`config.mk`:
```
export PLATFORM = sky130hd
export DESIGN_NAME = cp0_exception_ctrl_flat
export DESIGN_NICKNAME = d
export VERILOG_FILES = /design/src/rtl/cp0_exception_ctrl_if.sv /design/src/rtl/cp0_exception_ctrl.sv /design/src/flat_wrapper.sv
export SDC_FILE = /design/constraint.sdc
export NUM_CORES = 1
export LEC_CHECK = 0
export ABC_AREA = 1
export CAP_MARGIN = 10
export CORE_ASPECT_RATIO = 0.8
export CORE_UTILIZATION = 40
export CTS_BUF_LIST = sky130_fd_sc_hd__clkbuf_8 sky130_fd_sc_hd__clkbuf_16
export CTS_CLUSTER_SIZE = 28
export DETAILED_ROUTE_END_ITERATION = 8
export GPL_TIMING_DRIVEN = 0
export PLACE_DENSITY = 0.76
export SLEW_MARGIN = 20
export SYNTH_ARGS = -nofsm -noshare
export SYNTH_HDL_FRONTEND = slang
export SYNTH_SLANG_ARGS = --single-unit
```
`constraint.sdc`:
```
create_clock -name clk -period 8 [get_ports clk]
set_input_delay 1.6 -clock clk [delete_from_list [all_inputs] [get_ports clk]]
set_output_delay 1.6 -clock clk [all_outputs]
set_load 0.02 [all_outputs]
```
`src/rtl/cp0_exception_ctrl_if.sv`:
```
// cp0_exception_ctrl_if
//   Bundles the MEM-stage exception inputs, the mfc0/mtc0 register port and the
//   flush/redirect outputs of cp0_exception_ctrl.
//   master : the pipeline side (drives exception info and CP0 accesses)
//   slave  : the CP0 controller
interface cp0_exception_ctrl_if;
  logic [31:0] except_type;
  logic [31:0] except_pc;
  logic        is_in_delayslot;
  logic [31:0] bad_addr;
  logic [5:0]  hw_int;
  logic        cp0_we;
  logic [4:0]  cp0_waddr;
  logic [31:0] cp0_wdata;
  logic [4:0]  cp0_raddr;
  logic [31:0] cp0_rdata;
  logic [31:0] cp0_status;
  logic [31:0] cp0_cause;
  logic [31:0] cp0_epc;
  logic        flush;
  logic        stall_req;
  logic [31:0] new_pc;
  logic        new_pc_valid;
  logic        timer_int;

  modport master (
    output except_type, except_pc, is_in_delayslot, bad_addr, hw_int,
           cp0_we, cp0_waddr, cp0_wdata, cp0_raddr,
    input  cp0_rdata, cp0_status, cp0_cause, cp0_epc, flush, stall_req,
           new_pc, new_pc_valid, timer_int
  );

  modport slave (
    input  except_type, except_pc, is_in_delayslot, bad_addr, hw_int,
           cp0_we, cp0_waddr, cp0_wdata, cp0_raddr,
    output cp0_rdata, cp0_status, cp0_cause, cp0_epc, flush, stall_req,
           new_pc, new_pc_valid, timer_int
  );
endinterface

```
`src/rtl/cp0_exception_ctrl.sv`:
```
// cp0_exception_ctrl
//   Exception commit sequencer and CP0 register file for the 5-stage MIPS core.
//   A committed exception/ERET runs RUN -> FLUSH (FLUSH_CYCLES) -> REDIRECT -> RUN,
//   then presents the handler vector (or EPC for ERET) on new_pc for one cycle.
//   Ports: clk, rst (async, active high), bus (cp0_exception_ctrl_if.slave):
//     exception in: except_type, except_pc, is_in_delayslot, bad_addr, hw_int
//     mtc0/mfc0   : cp0_we, cp0_waddr, cp0_wdata, cp0_raddr -> cp0_rdata
//     state out   : cp0_status, cp0_cause, cp0_epc, timer_int
//     control out : flush, stall_req, new_pc, new_pc_valid
//   Build option: CP0_TIMER_EN enables Count/Compare and timer_int.
module cp0_exception_ctrl #(
  parameter logic [31:0] EXC_VECTOR   = 32'hBFC0_0380,
  parameter int          FLUSH_CYCLES = 1
) (
  input logic                  clk,
  input logic                  rst,
  cp0_exception_ctrl_if.slave  bus
);
  typedef enum logic [1:0] {S_RUN, S_FLUSH, S_REDIRECT} state_t;

  state_t      state_q, state_d;
  logic [3:0]  cnt_q, cnt_d;
  logic [31:0] target_q;
  logic [31:0] status_q, cause_q, epc_q, badvaddr_q;
  logic [31:0] count_v, compare_v, cause_v;
  logic        timer_v;
  logic        code_ok, commit, is_eret;
  logic        flush_c, stall_c, nv_c;

  always_comb begin
    code_ok = 1'b0;
    case (bus.except_type)
      32'h1, 32'h4, 32'h5, 32'h8, 32'h9, 32'ha, 32'hc, 32'he: code_ok = 1'b1;
      default: code_ok = 1'b0;
    endcase
  end

  // Exceptions arriving while sequencing are ignored; upstream is already flushed.
  assign commit  = (state_q == S_RUN) && code_ok;
  assign is_eret = (bus.except_type == 32'he);

  always_comb begin
    state_d = state_q;
    cnt_d   = cnt_q;
    flush_c = 1'b0;
    stall_c = 1'b0;
    nv_c    = 1'b0;
    case (state_q)
      S_RUN: if (commit) begin
        state_d = S_FLUSH;
        cnt_d   = 4'(FLUSH_CYCLES - 1);
      end
      S_FLUSH: begin
        flush_c = 1'b1;
        stall_c = 1'b1;
        if (cnt_q == 4'd0) state_d = S_REDIRECT;
        else               cnt_d   = cnt_q - 4'd1;
      end
      S_REDIRECT: begin
        nv_c    = 1'b1;
        stall_c = 1'b1;
        state_d = S_RUN;
      end
      default: state_d = S_RUN;
    endcase
  end

  always_ff @(posedge clk or posedge rst) begin
    if (rst) begin
      state_q    <= S_RUN;
      cnt_q      <= 4'd0;
      target_q   <= 32'd0;
      status_q   <= 32'h0040_0000;
      cause_q    <= 32'd0;
      epc_q      <= 32'd0;
      badvaddr_q <= 32'd0;
    end else begin
      state_q        <= state_d;
      cnt_q          <= cnt_d;
      cause_q[15:10] <= bus.hw_int;
      if (commit) begin
        // Exception update wins; a same-cycle mtc0 is dropped entirely.
        if (is_eret) begin
          status_q[1] <= 1'b0;
          target_q    <= epc_q;
        end else begin
          epc_q       <= bus.is_in_delayslot ? bus.except_pc - 32'd4 : bus.except_pc;
          cause_q[31] <= bus.is_in_delayslot;
          cause_q[6:2] <= (bus.except_type == 32'h1) ? 5'd0 : bus.except_type[4:0];
          status_q[1] <= 1'b1;
          if (bus.except_type == 32'h4 || bus.except_type == 32'h5)
            badvaddr_q <= bus.bad_addr;
          target_q    <= EXC_VECTOR;
        end
      end else if (bus.cp0_we) begin
        case (bus.cp0_waddr)
          5'd12: begin
            status_q[15:8] <= bus.cp0_wdata[15:8];
            status_q[1:0]  <= bus.cp0_wdata[1:0];
          end
          5'd13:   cause_q[9:8] <= bus.cp0_wdata[9:8];
          5'd14:   epc_q        <= bus.cp0_wdata;
          default: ;
        endcase
      end
    end
  end

`ifdef CP0_TIMER_EN
  logic        tick_q, timer_q;
  logic [31:0] count_q, compare_q;
  logic        wr_count, wr_compare;

  assign wr_count   = bus.cp0_we && !commit && (bus.cp0_waddr == 5'd9);
  assign wr_compare = bus.cp0_we && !commit && (bus.cp0_waddr == 5'd11);

  always_ff @(posedge clk or posedge rst) begin
    if (rst) begin
      tick_q    <= 1'b0;
      timer_q   <= 1'b0;
      count_q   <= 32'd0;
      compare_q <= 32'd0;
    end else begin
      tick_q <= ~tick_q;
      if (wr_count)    count_q <= bus.cp0_wdata;
      else if (tick_q) count_q <= count_q + 32'd1;
      if (wr_compare) begin
        compare_q <= bus.cp0_wdata;
        timer_q   <= 1'b0;
      end else if (tick_q && !wr_count && (count_q + 32'd1 == compare_q)) begin
        timer_q <= 1'b1;
      end
    end
  end

  assign count_v   = count_q;
  assign compare_v = compare_q;
  assign timer_v   = timer_q;
`else
  assign count_v   = 32'd0;
  assign compare_v = 32'd0;
  assign timer_v   = 1'b0;
`endif

  // IP7 also reflects the timer so the upstream gating sees it without extra lag.
  assign cause_v = {cause_q[31:16], cause_q[15] | timer_v, cause_q[14:0]};

  always_comb begin
    case (bus.cp0_raddr)
      5'd8:    bus.cp0_rdata = badvaddr_q;
      5'd9:    bus.cp0_rdata = count_v;
      5'd11:   bus.cp0_rdata = compare_v;
      5'd12:   bus.cp0_rdata = status_q;
      5'd13:   bus.cp0_rdata = cause_v;
      5'd14:   bus.cp0_rdata = epc_q;
      default: bus.cp0_rdata = 32'd0;
    endcase
  end

  assign bus.cp0_status   = status_q;
  assign bus.cp0_cause    = cause_v;
  assign bus.cp0_epc      = epc_q;
  assign bus.flush        = flush_c;
  assign bus.stall_req    = stall_c;
  assign bus.new_pc       = target_q;
  assign bus.new_pc_valid = nv_c;
  assign bus.timer_int    = timer_v;
endmodule

```
`src/flat_wrapper.sv`:
```
// flat-port wrapper written by rule: the top's interface ports become plain ports
module cp0_exception_ctrl_flat 
#(
  parameter logic [31:0] EXC_VECTOR   = 32'hBFC0_0380,
  parameter int          FLUSH_CYCLES = 1
)
  (clk, rst, bus_except_type, bus_except_pc, bus_is_in_delayslot, bus_bad_addr, bus_hw_int, bus_cp0_we, bus_cp0_waddr, bus_cp0_wdata, bus_cp0_raddr, bus_cp0_rdata, bus_cp0_status, bus_cp0_cause, bus_cp0_epc, bus_flush, bus_stall_req, bus_new_pc, bus_new_pc_valid, bus_timer_int);
  cp0_exception_ctrl_if bus_i ();
  input logic clk;
  input logic rst;
  input wire logic [$bits(bus_i.except_type)-1:0] bus_except_type;
  input wire logic [$bits(bus_i.except_pc)-1:0] bus_except_pc;
  input wire logic [$bits(bus_i.is_in_delayslot)-1:0] bus_is_in_delayslot;
  input wire logic [$bits(bus_i.bad_addr)-1:0] bus_bad_addr;
  input wire logic [$bits(bus_i.hw_int)-1:0] bus_hw_int;
  input wire logic [$bits(bus_i.cp0_we)-1:0] bus_cp0_we;
  input wire logic [$bits(bus_i.cp0_waddr)-1:0] bus_cp0_waddr;
  input wire logic [$bits(bus_i.cp0_wdata)-1:0] bus_cp0_wdata;
  input wire logic [$bits(bus_i.cp0_raddr)-1:0] bus_cp0_raddr;
  output wire logic [$bits(bus_i.cp0_rdata)-1:0] bus_cp0_rdata;
  output wire logic [$bits(bus_i.cp0_status)-1:0] bus_cp0_status;
  output wire logic [$bits(bus_i.cp0_cause)-1:0] bus_cp0_cause;
  output wire logic [$bits(bus_i.cp0_epc)-1:0] bus_cp0_epc;
  output wire logic [$bits(bus_i.flush)-1:0] bus_flush;
  output wire logic [$bits(bus_i.stall_req)-1:0] bus_stall_req;
  output wire logic [$bits(bus_i.new_pc)-1:0] bus_new_pc;
  output wire logic [$bits(bus_i.new_pc_valid)-1:0] bus_new_pc_valid;
  output wire logic [$bits(bus_i.timer_int)-1:0] bus_timer_int;
  assign bus_i.except_type = bus_except_type;
  assign bus_i.except_pc = bus_except_pc;
  assign bus_i.is_in_delayslot = bus_is_in_delayslot;
  assign bus_i.bad_addr = bus_bad_addr;
  assign bus_i.hw_int = bus_hw_int;
  assign bus_i.cp0_we = bus_cp0_we;
  assign bus_i.cp0_waddr = bus_cp0_waddr;
  assign bus_i.cp0_wdata = bus_cp0_wdata;
  assign bus_i.cp0_raddr = bus_cp0_raddr;
  assign bus_cp0_rdata = bus_i.cp0_rdata;
  assign bus_cp0_status = bus_i.cp0_status;
  assign bus_cp0_cause = bus_i.cp0_cause;
  assign bus_cp0_epc = bus_i.cp0_epc;
  assign bus_flush = bus_i.flush;
  assign bus_stall_req = bus_i.stall_req;
  assign bus_new_pc = bus_i.new_pc;
  assign bus_new_pc_valid = bus_i.new_pc_valid;
  assign bus_timer_int = bus_i.timer_int;
  cp0_exception_ctrl #(.EXC_VECTOR(EXC_VECTOR), .FLUSH_CYCLES(FLUSH_CYCLES)) u_core (.clk(clk), .rst(rst), .bus(bus_i));
endmodule
```
==> metrics.md <==
| Metric | Value |
|---|---|
| Status | `complete, no violations` |
| Synth unique cells | `35` |
| Fill cells | `1658` |
| Largest net degree at the start of global routing | `65` |
| Post-CTS setup buffers | `0` |
| Routed WL | `~28 mm` |
| Die H | `125 um` |
| Hold crit path type | `flop to flop` |
| TNS Setup | `0 ns` |
| Measured slew at the worst slew-check pin | `0.888 ns` |
| Max-slew headroom | `0.406` |
| Initial Util | `0.411` |
| Final Slew Violations | `0` |
| Leading area contributor after synthesis | `dfrtp_1` |
| VDD IR max | `0.000179 V` |
| Reg clk slew, reported paths | `~0.05 ns` |
| Via count | `roughly 8300` |
| Critical Path Source Type | `primary input` |
| Die Footprint | `19300 um^2` |
| Worst Skew | `between 0.01 and 0.015 ns` |
| Sequential share of the synthesized area | `0.419` |
| DR pass1 iterations | `5` |
| Worst-skew pair later-pin latency | `between 0.4 and 0.5 ns` |
| Ranking of synthesized cells by area | `dfrtp_1 (42%), nand2_1 (21%), nand3_1 (5.0%)` |
| Initial DRC count | `623` |
| Max cap viols | `0` |
| CTS max path bufs | `2` |
| FF-to-FF setup slack | `just under 6 ns` |
| WP data arrival | `4.23 ns` |
| Synth-to-layout area growth | `50.9%` |
| Hold Vio Cnt, Final | `0` |
| Period minus WS final | `5.83 ns` |
| Hold WS | `0.473 ns` |
| Yosys warns | `40` |
| Yosys top cell area share | `0.419` |
| RSZ-0062 raised after global routing | `false` |
| First-pass GRT wire length | `43.0 mm` |
| Vias/cell | `between 4 and 5` |
| Leak | `~0.0055 uW` |
| Mean Syn Cell Area | `~7 um^2` |
| Fin crit share | `0.729` |
| CP Max Fanout | `10` |
| Post-CTS Resized | `0` |
| Hold Path End | `u_core.badvaddr_q[21]$_DFFE_PP0P_` |
| Share of cells above drive strength 1 | `0.0831` |
| Cells after Synth | `1066` |
| Final #Nets | `1549` |
| Port bufs | `269` |
| Pwr/cell area | `173 nW/um^2` |
| Hold Startpoint | `u_core.badvaddr_q[21]$_DFFE_PP0P_` |
| Worst R2R Start | `u_core.state_q[0]$_DFFE_PP0P_` |
| Num rows | `44` |
| Post-DP HPWL | `between 20 and 25 mm` |
| Critical Path Sink Type | `primary output` |
| Root Buffer | `clkbuf_16` |
| RD Place Congestion | `0.978` |
| Die width | `~160 um` |
| R2R cell count | `9` |
| # DRC | `0` |
| Register area | `~3200 um^2` |
| Core area | `18300 um^2` |
| Commonest cells after routing, fill and taps aside | `nand2_1 (430), clkdlybuf4s50_1 (269), dfrtp_1 (126)` |
| Critical path type | `primary input to primary output` |
| H-tree depth | `4` |
| Final setup viols | `0` |
| Vias in the first global route | `around 7700` |
| Initial antenna violation count | `1` |
| Wire per inst | `16.8 um` |
| Total track usage | `0.293` |
| Grt total ovfl | `0` |
| Power, Total | `1960 uW` |
| Register bit count reported by yosys | `126` |
| Cell area after layout | `11300 um^2` |
| CTS Hold Bufs | `0` |
| Worst R2R End | `u_core.bus.cp0_epc[28]$_DFFE_PP0P_` |
| Hold Path Depth | `2` |
| Routed Antenna Nets | `0` |
| I/O pin count | `312` |
| Clock Sinks | `about 130` |
| CTS tree | `built` |
| Worst EP required | `between 6 and 7 ns` |
| Area occupied by multi-input gates | `3570 um^2` |
| Most common cell after layout, fill and taps aside | `nand2_1` |
| Total CTS buffers | `17` |
| Placement Cell Area | `between 10000 and 15000 um^2` |
| Highest clock rate | `171 MHz` |
| Syn Std Cell Area | `7520 um^2` |
==> registers in the layout (all words and copies together), names as in the netlist <==
signal / cells
u_core.bus.cp0_epc: 32
u_core.bus.new_pc: 32
u_core.state_q: 2
u_core.bus.cp0_cause: 14
u_core.bus.cp0_status: 10
u_core.badvaddr_q: 32
u_core.cnt_q: 4
==> per-layer routing <==
metal / track usage / part of all wire
met3: 0.0616 / 0.087
met2: 0.456 / 0.45
met1: 0.402 / 0.44
met5: 0 / 0
met4: 0.102 / 0.024
==> synthesized netlist by cell type <==
| library cell | number |
|---|---|
| nand3_1 | 75 |
| nor2_4 | 2 |
| nor2_1 | 93 |
| o31ai_1 | 20 |
| ha_1 | 6 |
| o2111ai_1 | 8 |
| clkbuf_1 | 15 |
| nor3_1 | 5 |
| o221ai_1 | 2 |
| and2_1 | 1 |
| inv_4 | 1 |
| nor2_2 | 2 |
| o21bai_1 | 3 |
| dfrtp_1 | 126 |
| o211ai_1 | 7 |
| buf_2 | 12 |
| nand4_1 | 10 |
| buf_4 | 46 |
| xor2_1 | 11 |
| conb_1 | 1 |
| nand3_2 | 1 |
| nand4_4 | 1 |
| nor3_4 | 1 |
| nand2_2 | 3 |
| nand2_1 | 430 |
| nand2_4 | 2 |
| o21ai_0 | 53 |
| and3_1 | 1 |
| inv_2 | 4 |
| buf_6 | 9 |
| a21oi_2 | 1 |
| o22ai_1 | 1 |
| inv_1 | 95 |
| a31oi_1 | 2 |
| o21ai_1 | 16 |
==> worst max-delay path, cell delays in order <==
cell and delay, ns:
clkdlybuf4s50_1 0.50, inv_1 0.05, nor2_1 0.11, nand2_1 0.08, nor2_1 0.40, clkbuf_1 0.50, nand2_1 0.09, o21ai_0 0.20
clkdlybuf4s50_1 0.71
==> logic make-up after synthesis <==
logic type / after synthesis / synth area share
adder cells (fa/ha/maj): 6 / 0.00999
buffers and inverters: 182 / 0.125
XOR/XNOR: 11 / 0.0128
flip-flops: 126 / 0.419
other: 1 / 0.000499
AND/OR/NAND/NOR: 627 / 0.341
AO/OA/AOI/OAI: 113 / 0.0912
==> layout make-up <==
cell class	count	share of cell area
diodes	1	0.000221
plain buffers	82	0.0496
clock buffers	22	0.0436
clock inverters	10	0.0119
inverters	100	0.0340
multi-input cells	798	0.315
flip-flops and latches	126	0.278
well taps	253	0.0279
repair buffers	270	0.240
==> report_power, final <==
part	total [uW]	switching [uW]	leakage, uW	internal [uW]
sequential	739	57.1	0.00168	682
combinational	406	215	0.00349	191
clock	820	290	0.000311	530
==> through the flow <==
step | setup WS [ns] | cells | util
4_1_cts | 2.14 | 1661 | 0.620
5_1_grt | 2.03 | 1662 | 0.621
6_report | 2.17 | 1662 | 0.621
2_1_floorplan | 3.04 | 1106 | -
3_3_place_gp | 1.16 | 1628 | 0.584
3_5_place_dp | 2.14 | 1629 | 0.586
==> worst max-delay path by stage <==
stage / start / to / cells after the start
finish: bus_cp0_raddr[3] / bus_cp0_rdata[7] / 9
global route: bus_cp0_raddr[3] / bus_cp0_rdata[7] / 9
detailed placement: bus_cp0_raddr[3] / bus_cp0_rdata[7] / 9
CTS: bus_cp0_raddr[3] / bus_cp0_rdata[7] / 9
global placement: rst / u_core.cnt_q[2]$_DFFE_PP0P_ / 2
floorplan: rst / u_core.badvaddr_q[0]$_DFFE_PP0P_ / 1
No activity file was read; power rests on OpenSTA's default activity.
